[src/rtl/operand_stack_b2b.sv]
// -----------------------------------------------------------------------------
// operand_stack_b2b
//   DEPTH-entry LIFO of WIDTH-bit operands for the calculator datapath.
//   The stack sits between the keypad/BCD entry logic and the ALU. The ALU
//   reads the top entry, after an output transform, and the raw
//   next-to-top entry.
//
//   State changes on the falling edge of clock. At most one operation runs
//   per edge, in the fixed priority push > pop > swap > load.
//
// Ports
//   clock          datapath clock (state updates on falling edge)
//   reset          asynchronous active-low reset
//   push/pop/swap/load  operation strobes
//   input_data     operand for push/load
//   output_enable  gates output_data to zero when low
//   out_mode       00 pass, 01 one's compl, 10 two's compl, 11 zero
//   clear_err      clears the sticky error flags
//   output_data    transformed top entry (combinational)
//   next_data      raw next-to-top entry, 0 if fewer than two entries
//   count          number of valid entries
//   empty/full     occupancy status
//   overflow       sticky: push attempted while full
//   underflow      sticky: pop/swap/load attempted with too few entries
// -----------------------------------------------------------------------------
module operand_stack_b2b #(
    parameter  int WIDTH = 5,
    parameter  int DEPTH = 4,
    localparam int CNT_W = $clog2(DEPTH + 1)
) (
    input  logic             clock,
    input  logic             reset,
    input  logic             push,
    input  logic             pop,
    input  logic             swap,
    input  logic             load,
    input  logic [WIDTH-1:0] input_data,
    input  logic             output_enable,
    input  logic [1:0]       out_mode,
    input  logic             clear_err,
    output logic [WIDTH-1:0] output_data,
    output logic [WIDTH-1:0] next_data,
    output logic [CNT_W-1:0] count,
    output logic             empty,
    output logic             full,
    output logic             overflow,
    output logic             underflow
);

    localparam logic [CNT_W-1:0] CNT_ZERO  = {CNT_W{1'b0}};
    localparam logic [CNT_W-1:0] CNT_ONE   = CNT_W'(1);
    localparam logic [CNT_W-1:0] CNT_TWO   = CNT_W'(2);
    localparam logic [CNT_W-1:0] CNT_DEPTH = CNT_W'(DEPTH);
    localparam logic [WIDTH-1:0] DATA_ZERO = {WIDTH{1'b0}};
    localparam logic [WIDTH-1:0] DATA_ONE  = WIDTH'(1);

    // Entry 0 is the top of the stack. Entries at or above count are always
    // zero, so a pop leaves the vacated slot cleared.
    logic [WIDTH-1:0] stack_r     [DEPTH];
    logic [WIDTH-1:0] stack_nxt_s [DEPTH];
    logic [CNT_W-1:0] count_r;
    logic [CNT_W-1:0] count_nxt_s;
    logic             overflow_r;
    logic             overflow_nxt_s;
    logic             underflow_r;
    logic             underflow_nxt_s;
    logic [WIDTH-1:0] top_s;

    // Output transform of the top entry. The two's complement wraps, so the
    // most negative value maps to itself and zero maps to zero.
    function automatic logic [WIDTH-1:0] out_transform(
        input logic [WIDTH-1:0] value,
        input logic [1:0]       mode
    );
        logic [WIDTH-1:0] result;
        case (mode)
            2'b00:   result = value;
            2'b01:   result = ~value;
            2'b10:   result = ~value + DATA_ONE;
            2'b11:   result = DATA_ZERO;
            default: result = DATA_ZERO;
        endcase
        return result;
    endfunction

    // Next-state logic: one prioritised operation per edge, plus sticky flags.
    always_comb begin
        for (int i = 0; i < DEPTH; i++) begin
            stack_nxt_s[i] = stack_r[i];
        end
        count_nxt_s     = count_r;
        // clear_err drops both flags; a new error on the same edge re-sets its own.
        overflow_nxt_s  = clear_err ? 1'b0 : overflow_r;
        underflow_nxt_s = clear_err ? 1'b0 : underflow_r;

        if (push) begin
            if (count_r < CNT_DEPTH) begin
                for (int i = 1; i < DEPTH; i++) begin
                    stack_nxt_s[i] = stack_r[i-1];
                end
                stack_nxt_s[0] = input_data;
                count_nxt_s    = count_r + CNT_ONE;
            end else begin
                overflow_nxt_s = 1'b1;
            end
        end else if (pop) begin
            if (count_r != CNT_ZERO) begin
                for (int i = 0; i < DEPTH - 1; i++) begin
                    stack_nxt_s[i] = stack_r[i+1];
                end
                stack_nxt_s[DEPTH-1] = DATA_ZERO;
                count_nxt_s          = count_r - CNT_ONE;
            end else begin
                underflow_nxt_s = 1'b1;
            end
        end else if (swap) begin
            if (count_r >= CNT_TWO) begin
                stack_nxt_s[0] = stack_r[1];
                stack_nxt_s[1] = stack_r[0];
            end else begin
                underflow_nxt_s = 1'b1;
            end
        end else if (load) begin
            if (count_r != CNT_ZERO) begin
                stack_nxt_s[0] = input_data;
            end else begin
                underflow_nxt_s = 1'b1;
            end
        end else begin
            count_nxt_s = count_r;
        end
    end

    // State register: falling-edge update, asynchronous clear on reset low.
    always_ff @(negedge clock or negedge reset) begin
        if (!reset) begin
            for (int i = 0; i < DEPTH; i++) begin
                stack_r[i] <= DATA_ZERO;
            end
            count_r     <= CNT_ZERO;
            overflow_r  <= 1'b0;
            underflow_r <= 1'b0;
        end else begin
            for (int i = 0; i < DEPTH; i++) begin
                stack_r[i] <= stack_nxt_s[i];
            end
            count_r     <= count_nxt_s;
            overflow_r  <= overflow_nxt_s;
            underflow_r <= underflow_nxt_s;
        end
    end

    // Output decode: data paths are combinational from state and controls.
    always_comb begin
        top_s = (count_r != CNT_ZERO) ? stack_r[0] : DATA_ZERO;
        if (output_enable) begin
            output_data = out_transform(top_s, out_mode);
        end else begin
            output_data = DATA_ZERO;
        end
        next_data = (count_r >= CNT_TWO) ? stack_r[1] : DATA_ZERO;
        count     = count_r;
        empty     = (count_r == CNT_ZERO);
        full      = (count_r == CNT_DEPTH);
        overflow  = overflow_r;
        underflow = underflow_r;
    end

endmodule
[config.mk]
export PLATFORM = sky130hd
export DESIGN_NAME = operand_stack_b2b
export DESIGN_NICKNAME = d
export VERILOG_FILES = /design/src/rtl/operand_stack_b2b.sv
export SDC_FILE = /design/constraint.sdc
export NUM_CORES = 1
export LEC_CHECK = 0
export BUFFER_PORTS_ARGS = -buffer_cell sky130_fd_sc_hd__buf_2
export CELL_PAD_IN_SITES_DETAIL_PLACEMENT = 0
export CELL_PAD_IN_SITES_GLOBAL_PLACEMENT = 1
export CORE_MARGIN = 2
export CORE_UTILIZATION = 40
export CTS_CLUSTER_DIAMETER = 200
export DETAILED_ROUTE_END_ITERATION = 8
export PLACE_DENSITY = 0.79
export SYNTH_ARGS = -nofsm -noshare
export SYNTH_HDL_FRONTEND = slang
export SYNTH_SLANG_ARGS = --single-unit
[constraint.sdc]
create_clock -name clock -period 5.6 [get_ports clock]
set_clock_uncertainty 0.2 [all_clocks]
set_input_delay 0.28 -clock clock [delete_from_list [all_inputs] [get_ports clock]]
set_output_delay 0.28 -clock clock [all_outputs]
set_load 0.01 [all_outputs]
Yosys cells after proc, flatten, opt, wreduce, memory -nomap -nowiden
Index checks and enable logic that the tools add are counted.

storage, ports and cells
  input bits = 15
  bits in registers = 25
  output and inout bits = 17

cells by class
  magnitude comparators = 2
  $add $sub $neg = 3
  muxes and demuxes = 28
  bitwise logic cells = 1
  equality and inequality tests = 7
  reductions and logical operators = 12

operators with widths
  kind                                                  count
  two-way mux 20 bit                                    3
  two-way mux 5 bit                                     7
  two-way mux 10 bit                                    3
  one-hot mux 5 bit (4 select lines)                    1
  two-way mux 3 bit                                     4
  nonzero test 3 bit                                    4
  two-way mux 1 bit                                     10
  adder 5 x 1 -> 5 bit (second input constant)          1
  NOT 5 bit                                             1
  AND reduction 5 bit                                   1
  equality test 2 bit (second input constant)           2
  != test 4 x 3 -> 1 bit (second input constant)        1
  AND reduction 4 bit                                   1
  nonzero test 2 bit                                    2
  nonzero test 4 bit                                    1
  adder 3 x 1 -> 3 bit (second input constant)          1
  equality test 3 bit (second input constant)           1
  >= comparator 3 x 2 -> 1 bit (second input constant)  1
  logical NOT 3 bit                                     1
  < comparator 3 bit (second input constant)            1
  != test 3 x 2 -> 1 bit (second input constant)        1
  AND reduction 3 bit                                   1
  subtractor 3 x 1 -> 3 bit (second input constant)     1
  equality test 2 x 1 -> 1 bit (second input constant)  1
  2 further kinds                                       2

Depth between registers and ports, before layout
Gate-level depths: netlist of run 1.

  depth in word-level cells = 6
  depth in mapped cells = 8
  depth with buffers taken out = 7

==> impl_summary.log, run 1 <==
INFO  metric run_status = completed
INFO  metric regToRegSetupSlack = about 3300 ps
INFO  metric netlist_cell_types = 39
INFO  metric cts.sink_count = 25
INFO  metric dr_total_vias = 1,200
INFO  metric grt_max_degree = 26
INFO  metric cts_made_buffers = 3
INFO  metric final-max-slew-violation-count = 0
INFO  metric clk_pin_slew = 60 ps
INFO  metric tightestPinTransition = 578 ps
INFO  metric initial_utilization = 41.5%
INFO  metric regToRegStartpoint = count[0]
INFO  metric rsz0062_at_grt = false
INFO  metric drc = 0
INFO  metric clock_tree.buffer_depth = 2
INFO  metric portBuffers = 31
INFO  metric final_cell_area = 1770 um^2
INFO  metric area.sequential = 626 um^2
INFO  metric die_height = 65.6 um
INFO  metric routed_antenna_nets = 0
INFO  metric comb_power_share = slightly below 50%
INFO  metric worst-endpoint-arrival = between 4000 and 5000 ps
INFO  metric detailedRoute.firstPassIterationCount = 4
INFO  metric syn_area_per_cell = 10.5 um^2
INFO  metric wl_per_cell = 15.5 um
INFO  metric insertedDiodeCount = 0
INFO  metric peakVddDrop = 0.193 mV
INFO  metric slew_headroom = 61.5%
INFO  metric cts-hold-fix-buffers = 0
INFO  metric number_of_antenna_violations_at_the_first_check_in_global_routing = 0
INFO  metric clock_insertion_delay_worst_skew = about 270 ps
INFO  metric globalplace.congestion = 0.808
INFO  metric setup.worst_path.start_class = register
INFO  metric postCtsSetupRepairBufs = 0
INFO  metric placement_cell_area = roughly 1700 um^2
INFO  metric floorplan.die_area = 4310 um^2
INFO  metric cts-resized-gates = 0
INFO  metric clkPwrFrac = around 11%
INFO  metric yosys_register_bits = 25
INFO  metric drive_gt1_share = between 30% and 40%
INFO  metric synthFlopType = sky130_fd_sc_hd__dfrtn_1
INFO  metric globalRouteOverflowTotal = 0
INFO  metric synth.yosys.seq_area_share = between 40 and 50%
INFO  metric switching_power_total = 0.384 mW
INFO  metric final_nets = 196
INFO  metric reg2reg_end = stack_r[18]
INFO  metric dp.final_hpwl = 2.62 mm
INFO  metric cts-htree-levels = 1
INFO  metric swShare = 40.2%
INFO  metric fin_tns_setup = 0 ps
INFO  metric synth.net_count = 163
INFO  metric number_of_maximum_capacitance_constraint_violations = 0
INFO  metric cts_root_buffer = sky130_fd_sc_hd__clkbuf_8
INFO  metric postSynth.asyncResetShare = 100%
INFO  metric synth-edff-count = 0
INFO  metric power.internal = 0.570 mW
INFO  metric crit_fanout = 8
INFO  metric worst_setup_end_kind = primary output
INFO  metric die_w = 65.6 um
INFO  metric flow.area_growth_from_synthesis = 16.2%
INFO  metric worst_hold_path.num_cells = 1
INFO  metric avgViaCountPerCell = between 5 and 6
INFO  metric grt_pass1_vias = 1,196
INFO  metric hp-start = stack_r[3]
INFO  metric timing.critical_path.required = 5120 ps
INFO  metric multi_input_logic_area = 845 um^2
INFO  metric synth.yosys.warnings = 0
INFO  metric final_hold_violation_count = 0
INFO  metric core.rowCount = 22
INFO  metric hold_end = stack_r[3]
INFO  metric number_of_cells_on_the_worst_reg_to_reg_path = 5
INFO  metric design.core.area = 3660 um^2
INFO  metric share_seq_of_total_power = 40.5%
INFO  metric p_leak = 0.827 nW
INFO  metric setup_viol_count_final = 0
INFO  metric syn_area = about 1500 um^2
INFO  metric fill_cell_count = 356
INFO  metric io_pins = 32
INFO  metric syn-instance-count = around 150
INFO  metric grt_first_pass_wirelength = about 5.8 mm
INFO  metric pwr_density_cell = around 540 nW/um^2
INFO  metric hp-class = reg -> reg
INFO  metric global_route.usage.total = around 17%
INFO  metric initialDrtViolationCount = 75
INFO  metric sum_of_routed_wire_length_over_all_layers = 3.48 mm
INFO  metric crit_path_class = reg -> out
INFO  metric tritoncts = done
## layout by cell type (no fill, tap or decap), types with 3 or more instances in the layout
cell type and instances:
sky130_fd_sc_hd__dfrtn_1 25, sky130_fd_sc_hd__o21ai_1 4, sky130_fd_sc_hd__mux2i_1 5, sky130_fd_sc_hd__o31ai_1 3, sky130_fd_sc_hd__nor2b_1 7, sky130_fd_sc_hd__o21a_1 3
sky130_fd_sc_hd__a22o_1 5, sky130_fd_sc_hd__mux2_1 3, sky130_fd_sc_hd__o21ai_0 5, sky130_fd_sc_hd__mux2_2 13, sky130_fd_sc_hd__clkbuf_8 3, sky130_fd_sc_hd__a21oi_1 13
sky130_fd_sc_hd__nand2_1 8, sky130_fd_sc_hd__nor2_1 12, sky130_fd_sc_hd__mux2_4 5, sky130_fd_sc_hd__inv_1 4, sky130_fd_sc_hd__buf_2 31
## state kept, by name, indices dropped and copies added (netlist names)
name	cells
count	3
overflow	1
stack_r	20
underflow	1
## synthesized netlist by cell type (4+ instances only)
library cell | count | area, um^2
sky130_fd_sc_hd__dfrtn_1 | 25 | 626
sky130_fd_sc_hd__a21oi_1 | 13 | 65.1
sky130_fd_sc_hd__mux2_2 | 13 | 146
sky130_fd_sc_hd__nor2_1 | 12 | 45.0
sky130_fd_sc_hd__nand2_1 | 8 | 30.0
sky130_fd_sc_hd__nor2b_1 | 7 | 43.8
sky130_fd_sc_hd__a22o_1 | 5 | 43.8
sky130_fd_sc_hd__mux2_4 | 5 | 75.1
sky130_fd_sc_hd__mux2i_1 | 5 | 50.1
sky130_fd_sc_hd__o21ai_0 | 5 | 25.0
sky130_fd_sc_hd__inv_1 | 4 | 15.0
sky130_fd_sc_hd__o21ai_1 | 4 | 20.0
## through the flow
stage | cells | utilization (%) | power (mW) | setup WS (ps) | hold slack, ps
2_1_floorplan | 145 | - | 0.693 | 480 | 233
3_3_place_gp | 221 | 47.0 | 0.835 | 535 | 252
3_5_place_dp | 221 | 47.0 | 0.853 | 528 | 255
4_1_cts | 225 | 48.2 | 0.961 | 212 | 260
5_1_grt | 225 | 48.2 | 1.03 | 72.9 | 269
6_report | 225 | 48.2 | 0.953 | 187 | 253
## power by group through the flow
stage,clock [mW],sequential [mW],combinational (mW)
2_1_floorplan,0,0.361,0.332
3_3_place_gp,0,0.386,0.449
3_5_place_dp,0,0.390,0.463
4_1_cts,0.109,0.387,0.465
5_1_grt,0.116,0.401,0.514
6_report,0.105,0.386,0.462
## area by class of cell
cell class | instances | share of cell area, %
clock buffer | 3 | 2.34
clock inverter | 1 | 0.283
inverter | 5 | 1.06
multi-input combinational | 110 | 47.8
sequential | 25 | 35.4
tap | 48 | 3.40
timing repair buffer | 33 | 9.64
## worst max path at each step
stage | start | end | cells after the start | slack, ps
floorplan | count[0] | output_data[4] | 8 | 480
global placement | count[0] | output_data[4] | 8 | 540
CTS | count[2] | output_data[4] | 8 | 210
global route | count[0] | output_data[4] | 8 | 70
detailed placement | count[0] | output_data[4] | 8 | 530
finish | count[0] | output_data[4] | 8 | 190
## metal layers
layer	track usage, %	vias to the layer above	routed length, um
met5	0	-	0
met4	2.34	0	4
met3	2.40	2	168
met2	26.8	35	1620
met1	25.4	579	1680
li1	-	584	-
## cell families (layout without fill, tap and decap cells)
kind of cell	count (synthesis)	in the layout	synth area share, %
simple gates	40	40	13.7
buf+inv	10	42	3.21
mux	26	26	20.1
fa+ha+maj	3	3	2.97
compound gates	39	39	17.7
xor+xnor	2	2	1.15
flops	25	25	41.2
## critical path, stage by stage (launching register included)
cell and delay [ps]:
sky130_fd_sc_hd__dfrtn_1 550, sky130_fd_sc_hd__or3_1 310, sky130_fd_sc_hd__nand2_1 120, sky130_fd_sc_hd__ha_1 240, sky130_fd_sc_hd__nand2b_1 180, sky130_fd_sc_hd__o21ai_0 160, sky130_fd_sc_hd__nand3_1 90, sky130_fd_sc_hd__o21ai_0 70
sky130_fd_sc_hd__buf_2 150
Note: power is estimated with default switching activity, not from simulation.
==> inputs of run 2 (changes only) <==
GPL_TIMING_DRIVEN = 0   (was unset)
RECOVER_POWER = 50   (was unset)
==> run 2 against run 1 <==
First-iteration DRC count is 29% lower. Setup slack better by 20 ps. Clock power hardly changed. Combinational power shrank 3%. Non-clock buffer count grew 1. Critical endpoint unchanged.
==> impl_summary.log, run 2 (synthesized netlist as in run 1, its figures left out) <==
INFO  metric rsz0062_at_grt = false
INFO  metric critical_path.slowest_cell = sky130_fd_sc_hd__dfrtn_1
INFO  metric dp.final_hpwl = 2.45 mm (-6.5%)
INFO  metric floorplan.die_area = 4310 um^2 (unchanged)
INFO  metric regToRegSetupSlack = 3510 ps (+210 ps)
INFO  metric setup.worst_path.start_class = register
INFO  metric fill_cell_count = 350 (-1.7%)
INFO  metric fin_tns_setup = 0 ps (unchanged)
INFO  metric routed_antenna_nets = 0 (unchanged)
INFO  metric detailedRoute.firstPassIterationCount = 4 (unchanged)
INFO  metric drc = 0 (unchanged)
INFO  metric initialDrtViolationCount = 53 (-29%)
INFO  metric clock_insertion_delay_worst_skew = 280 ps (about the same)
INFO  metric cts_made_buffers = 3 (unchanged)
INFO  metric worst_hold_path.num_cells = 1 (unchanged)
INFO  metric tightestPinTransition = 1330 ps (+755 ps)
INFO  metric final_nets = 197 (+0.51%)
INFO  metric postCtsSetupRepairBufs = 0 (unchanged)
INFO  metric cts.sink_count = 25 (unchanged)
INFO  metric crit_path_class = reg -> out
INFO  metric timing.critical_path.required = 5120 ps (about the same)
INFO  metric critical-path-max-stage-delay = 560 ps (about the same)
INFO  metric insertedDiodeCount = 0 (unchanged)
INFO  metric p_leak = 0.812 nW (-1.8%)
INFO  metric globalRouteOverflowTotal = 0 (unchanged)
INFO  metric dr_total_vias = 1,202 (+0.17%)
INFO  metric tritoncts = done
INFO  metric final_hold_violation_count = 0 (unchanged)
INFO  metric wl_per_cell = 14.4 um (-7.1%)
INFO  metric grt_max_degree = 26 (unchanged)
INFO  metric pwr_density_cell = 531 nW/um^2 (-1.7%)
INFO  metric flow.area_growth_from_synthesis = 16.4%
INFO  metric critical_path.most_common_cell = sky130_fd_sc_hd__o21ai_0
INFO  metric hp-start = stack_r[0]
INFO  metric portBuffers = 30 (-3.2%)
INFO  metric slew_headroom = 11.2% (-50 points)
INFO  metric max_flop_register = stack_r
INFO  metric final.hold.worst_slack = 251 ps (-1.98 ps)
INFO  metric die_height = 65.6 um (unchanged)
INFO  metric clk_pin_slew = 60 ps (about the same)
INFO  metric cts-resized-gates = 0 (unchanged)
INFO  metric initial_utilization = 41.5% (unchanged)
INFO  metric timing.critical_path.cells = or3_4 -> nand2_1 -> ha_1 -> nand2b_1 -> o21ai_0 -> nand3_1 -> o21ai_0 -> buf_2
INFO  metric reg2reg_end = stack_r[17]
INFO  metric final-max-slew-violation-count = 0 (unchanged)
INFO  metric crit_path_setup_slack_layout = 207 ps (+20.0 ps)
INFO  metric peakVddDrop = 0.247 mV (+28%)
INFO  metric grt_first_pass_wirelength = 5.55 mm (-4.1%)
INFO  metric clock_tree.buffer_depth = 2 (unchanged)
INFO  metric hp-class = reg -> reg
INFO  metric cts-hold-fix-buffers = 0 (unchanged)
INFO  metric core.rowCount = 22 (unchanged)
INFO  metric number_of_maximum_capacitance_constraint_violations = 0 (unchanged)
INFO  metric die_w = 65.6 um (unchanged)
INFO  metric setup_viol_count_final = 0 (unchanged)
INFO  metric hold_end = stack_r[0]
INFO  metric cts-htree-levels = 1 (unchanged)
INFO  metric grt_pass1_vias = 1,161 (-2.9%)
INFO  metric layout.cells.most_common = sky130_fd_sc_hd__buf_2
INFO  metric cts_root_buffer = sky130_fd_sc_hd__clkbuf_8
INFO  metric avgViaCountPerCell = 5.32 (-0.28%)
INFO  metric sum_of_routed_wire_length_over_all_layers = 3.25 mm (-6.7%)
INFO  metric number_of_cells_on_the_worst_reg_to_reg_path = 4 (-1)
INFO  metric run_status = completed
INFO  metric regToRegStartpoint = count[0]
INFO  metric worst-endpoint-arrival = 4910 ps (-20 ps)
INFO  metric dp_slack = 149 ps (-380 ps)
INFO  metric worst_setup_end_kind = primary output
INFO  metric mostFrequentLayoutCells = sky130_fd_sc_hd__buf_2 (26), sky130_fd_sc_hd__dfrtn_1 (25), sky130_fd_sc_hd__a21oi_1 (13), sky130_fd_sc_hd__mux2_2 (13), sky130_fd_sc_hd__nor2_1 (12)
INFO  metric largest_register_ffs = 20 (unchanged)
INFO  metric globalplace.congestion = 0.782 (-3.3%)
INFO  metric drive_gt1_share = 30.9% (-3.0 points)
INFO  metric design.core.area = 3660 um^2 (unchanged)
INFO  metric crit_fanout = 13 (+5)
INFO  metric io_pins = 32 (unchanged)
INFO  metric global_route.usage.total = 17.0% (-0.066 points)
INFO  metric number_of_antenna_violations_at_the_first_check_in_global_routing = 0 (unchanged)
run 2: changes by cell type in the layout (fill, tap and decap cells not counted), sizes merged:
cell    change
buf         -6
clkbuf      +7
run 2: worst max path at each step:
stage | startpoint | to | slack, ps | cells past startpoint
2_1_floorplan | count[0] | output_data[4] | 480 | 8
3_3_place_gp | count[0] | output_data[4] | 220 | 9
3_5_place_dp | count[0] | output_data[4] | 150 | 9
4_1_cts | count[0] | output_data[4] | 8 | 8
5_1_grt | count[0] | output_data[4] | 70 | 8
6_report | count[0] | output_data[4] | 210 | 8
run 2: per-stage QoR:
stage	utilization (%)	std cells	instance area (um^2)	power (mW)
after floorplan	-	145	1520	0.693
final	48.3	226	1770	0.939
after detailed placement	47.2	223	1730	0.838
after global placement	47.2	223	1730	0.826
after CTS	48.4	226	1770	0.949
after global routing	48.3	226	1770	1.02
run 2: area by class of cell:
cell class	instances	area, um^2	share of cell area [%]
plain buffers	4	22.5	1.27
clock buffers	3	41.3	2.34
clock inverters	1	5.00	0.283
inverters	5	18.8	1.06
multi-input cells	110	850	48.1
flip-flops and latches	25	626	35.4
well taps	48	60.1	3.40
repair buffers	30	145	8.21
run 2: routing by layer:
layer | vias up | global-route usage (%) | share of wire (%)
met2 | 29 | 27.0 | 45
li1 | 592 | - | -
met4 | 0 | 5.47 | 1.4
met1 | 577 | 23.2 | 49
met3 | 4 | 3.25 | 4.6
met5 | - | 0 | 0
run 2: critical path, delay by kind of cell, from the launching register on:
family / cells / cell delay [ps]
AOI/OAI and AO/OA: 2 / 250
adders and majority gates: 1 / 230
buffers and inverters: 1 / 150
DFF: 1 / 560
and+or+nand+nor: 4 / 620
run 2: report_power, final:
part / total, mW / switching (mW) / internal [mW]
logic: 0.448 / 0.214 / 0.234
registers: 0.383 / 0.102 / 0.281
clock network: 0.108 / 0.0581 / 0.0499
==> inputs of run 3 (changes only) <==
CORE_UTILIZATION = 45   (was 40)
PLACE_DENSITY = 0.87   (was 0.79)
==> run 3 against run 2 <==
Final cell count decreased by 0.88%. Setup slack got worse by 1.8 ps. Non-clock buffer count unchanged. Critical path type unchanged. Largest cell class unchanged.
==> impl_summary.log, run 3 (synthesized netlist as in run 1, its figures left out) <==
INFO  metric run_status = completed
INFO  metric placement_cell_area = 1730 um^2 (-0.14%)
INFO  metric p_leak = 0.805 nW (-0.82%)
INFO  metric initialDrtViolationCount = 67 (+26%)
INFO  metric hp-start = stack_r[0]
INFO  metric detailedRoute.firstPassIterationCount = 4 (unchanged)
INFO  metric grt_pass1_vias = 1,245 (+7.2%)
INFO  metric sum_of_routed_wire_length_over_all_layers = 3.18 mm (-2.1%)
INFO  metric critical-path-top-delay-family = simple AND/OR/NAND/NOR gates
INFO  metric avgViaCountPerCell = 5.52 (+3.7%)
INFO  metric portBuffers = 30 (unchanged)
INFO  metric max_flop_register = stack_r
INFO  metric number_of_antenna_violations_at_the_first_check_in_global_routing = 0 (unchanged)
INFO  metric tightestPinTransition = 1330 ps (-4.92 ps)
INFO  metric largest_register_ffs = 20 (unchanged)
INFO  metric reg2reg_end = stack_r[17]
INFO  metric clock_tree.buffer_depth = 2 (unchanged)
INFO  metric dr_total_vias = 1,236 (+2.8%)
INFO  metric cts-hold-fix-buffers = 0 (unchanged)
INFO  metric dp.final_hpwl = 2.47 mm (+0.78%)
INFO  metric number_of_cells_on_the_worst_reg_to_reg_path = 4 (unchanged)
INFO  metric crit_path_setup_slack_layout = 205 ps (-1.76 ps)
INFO  metric hold_end = stack_r[0]
INFO  metric pwr_density_cell = 524 nW/um^2 (-1.3%)
INFO  metric final-max-slew-violation-count = 0 (unchanged)
INFO  metric globalplace.congestion = 0.776 (-0.82%)
INFO  metric global_route.usage.total = 17.7% (+0.76 points)
INFO  metric tritoncts = done
INFO  metric die_height = 62.1 um (-5.4%)
INFO  metric io_pins = 32 (unchanged)
INFO  metric floorplan.die_area = 3860 um^2 (-10%)
INFO  metric worst_setup_end_kind = primary output
INFO  metric cts_root_buffer = sky130_fd_sc_hd__clkbuf_4
INFO  metric number_of_maximum_capacitance_constraint_violations = 0 (unchanged)
INFO  metric top_signal_layer_used = met4
INFO  metric slew_headroom = 11.5% (+0.33 points)
INFO  metric grt_first_pass_wirelength = 5.62 mm (+1.2%)
INFO  metric cts-htree-levels = 1 (unchanged)
INFO  metric setup.worst_path.start_class = register
INFO  metric final.hold.worst_slack = 259 ps (+8.74 ps)
INFO  metric layout.cells.most_common = sky130_fd_sc_hd__buf_2
INFO  metric grt_max_degree = 26 (unchanged)
INFO  metric worstPathBufferInverterCount = 1 (unchanged)
INFO  metric fin_tns_setup = 0 ps (unchanged)
INFO  metric critical_path.most_common_cell = sky130_fd_sc_hd__o21ai_0
INFO  metric routed_antenna_nets = 0 (unchanged)
INFO  metric met1Wirelength = 1.40 mm (-12%)
INFO  metric final_hold_violation_count = 0 (unchanged)
INFO  metric hp-class = reg -> reg
INFO  metric peakVddDrop = 0.208 mV (-16%)
INFO  metric flow.area_growth_from_synthesis = 15.0%
INFO  metric regToRegSetupSlack = 3510 ps (about the same)
INFO  metric worst-endpoint-arrival = 4910 ps (about the same)
INFO  metric clk_pin_slew = 90 ps (+30 ps)
INFO  metric dp_slack = 177 ps (+27.9 ps)
INFO  metric clock_insertion_delay_worst_skew = 310 ps (+30 ps)
INFO  metric crit_fanout = 13 (unchanged)
INFO  metric cts.sink_count = 25 (unchanged)
INFO  metric dpl.cell_count = 221 (-0.90%)
INFO  metric regToRegStartpoint = count[0]
INFO  metric wl_met2 = 1.65 mm (+13%)
INFO  metric critical_path.slowest_cell = sky130_fd_sc_hd__dfrtn_1
INFO  metric insertedDiodeCount = 0 (unchanged)
INFO  metric mostFrequentLayoutCells = sky130_fd_sc_hd__buf_2 (26), sky130_fd_sc_hd__dfrtn_1 (25), sky130_fd_sc_hd__a21oi_1 (13), sky130_fd_sc_hd__mux2_2 (13), sky130_fd_sc_hd__nor2_1 (12)
INFO  metric rsz0062_at_grt = false
INFO  metric design.core.area = 3280 um^2 (-10%)
INFO  metric count_of_non_filler_cells_in_the_finished_layout = 224 (-0.88%)
INFO  metric met3_wire_len = 84 um (-44%)
INFO  metric cts_made_buffers = 3 (unchanged)
INFO  metric critical-path-max-stage-delay = 580 ps (+20 ps)
INFO  metric crit_path_class = reg -> out
INFO  metric globalRouteOverflowTotal = 0 (unchanged)
INFO  metric setup_viol_count_final = 0 (unchanged)
INFO  metric timing.critical_path.required = 5120 ps (about the same)
INFO  metric final_cell_area = 1750 um^2 (-1.2%)
INFO  metric wl_per_cell = 14.2 um (-1.2%)
INFO  metric timing.critical_path.cells = or3_4 -> nand2_1 -> ha_1 -> nand2b_1 -> o21ai_0 -> nand3_1 -> o21ai_0 -> buf_2
INFO  metric die_w = 62.1 um (-5.4%)
INFO  metric core.rowCount = 21 (-4.5%)
INFO  metric initial_utilization = 46.2% (+4.8 points)
INFO  metric drc = 0 (unchanged)
INFO  metric final_nets = 197 (unchanged)
INFO  metric worst_hold_path.num_cells = 1 (unchanged)
INFO  metric drive_gt1_share = 30.3% (-0.56 points)
-- run 3: cell type report --
cell class / count / area, um^2
fillers: 320 / 1540
multi-input cells: 110 / 850
flip-flops and latches: 25 / 626
repair buffers: 30 / 145
well taps: 46 / 57.6
clock buffers: 3 / 22.5
plain buffers: 4 / 22.5
inverters: 5 / 18.8
clock inverters: 1 / 5.00
-- run 3: through the flow --
step | power [mW] | utilization [%]
after floorplan | 0.693 | -
after global placement | 0.820 | 52.6
after detailed placement | 0.845 | 52.6
after CTS | 0.931 | 53.4
after global routing | 0.997 | 53.2
final | 0.916 | 53.2
-- run 3: how the worst max path moves through the flow --
stage / from / endpoint / slack [ps] / depth (start not counted)
3_3_place_gp: count[0] / output_data[4] / 250 / 9
5_1_grt: count[0] / output_data[4] / 30 / 8
3_5_place_dp: count[0] / output_data[4] / 180 / 9
4_1_cts: count[0] / output_data[4] / 180 / 8
6_report: count[0] / output_data[4] / 210 / 8
2_1_floorplan: count[0] / output_data[4] / 480 / 8
-- run 3: where the power goes --
part           internal (mW)  leakage [nW]  switching [mW]
Combinational          0.236         0.488           0.216
Clock                 0.0268        0.0177          0.0539
Sequential             0.281         0.300           0.102
-- run 3: per-layer routing --
layer | GRT usage (%) | up-vias
met5 | 0 | -
met4 | 6.67 | 0
met3 | 2.17 | 5
met2 | 31.9 | 17
met1 | 21.7 | 621
li1 | - | 593
-- run 3: repair_timing --
item / 4_1_cts / 5_1_grt
endpoints found under the hold margin: 0 / 0
buffers inserted: 0 / 0
resized for setup: 1 / 0
endpoints found under the setup margin: 3 / 0
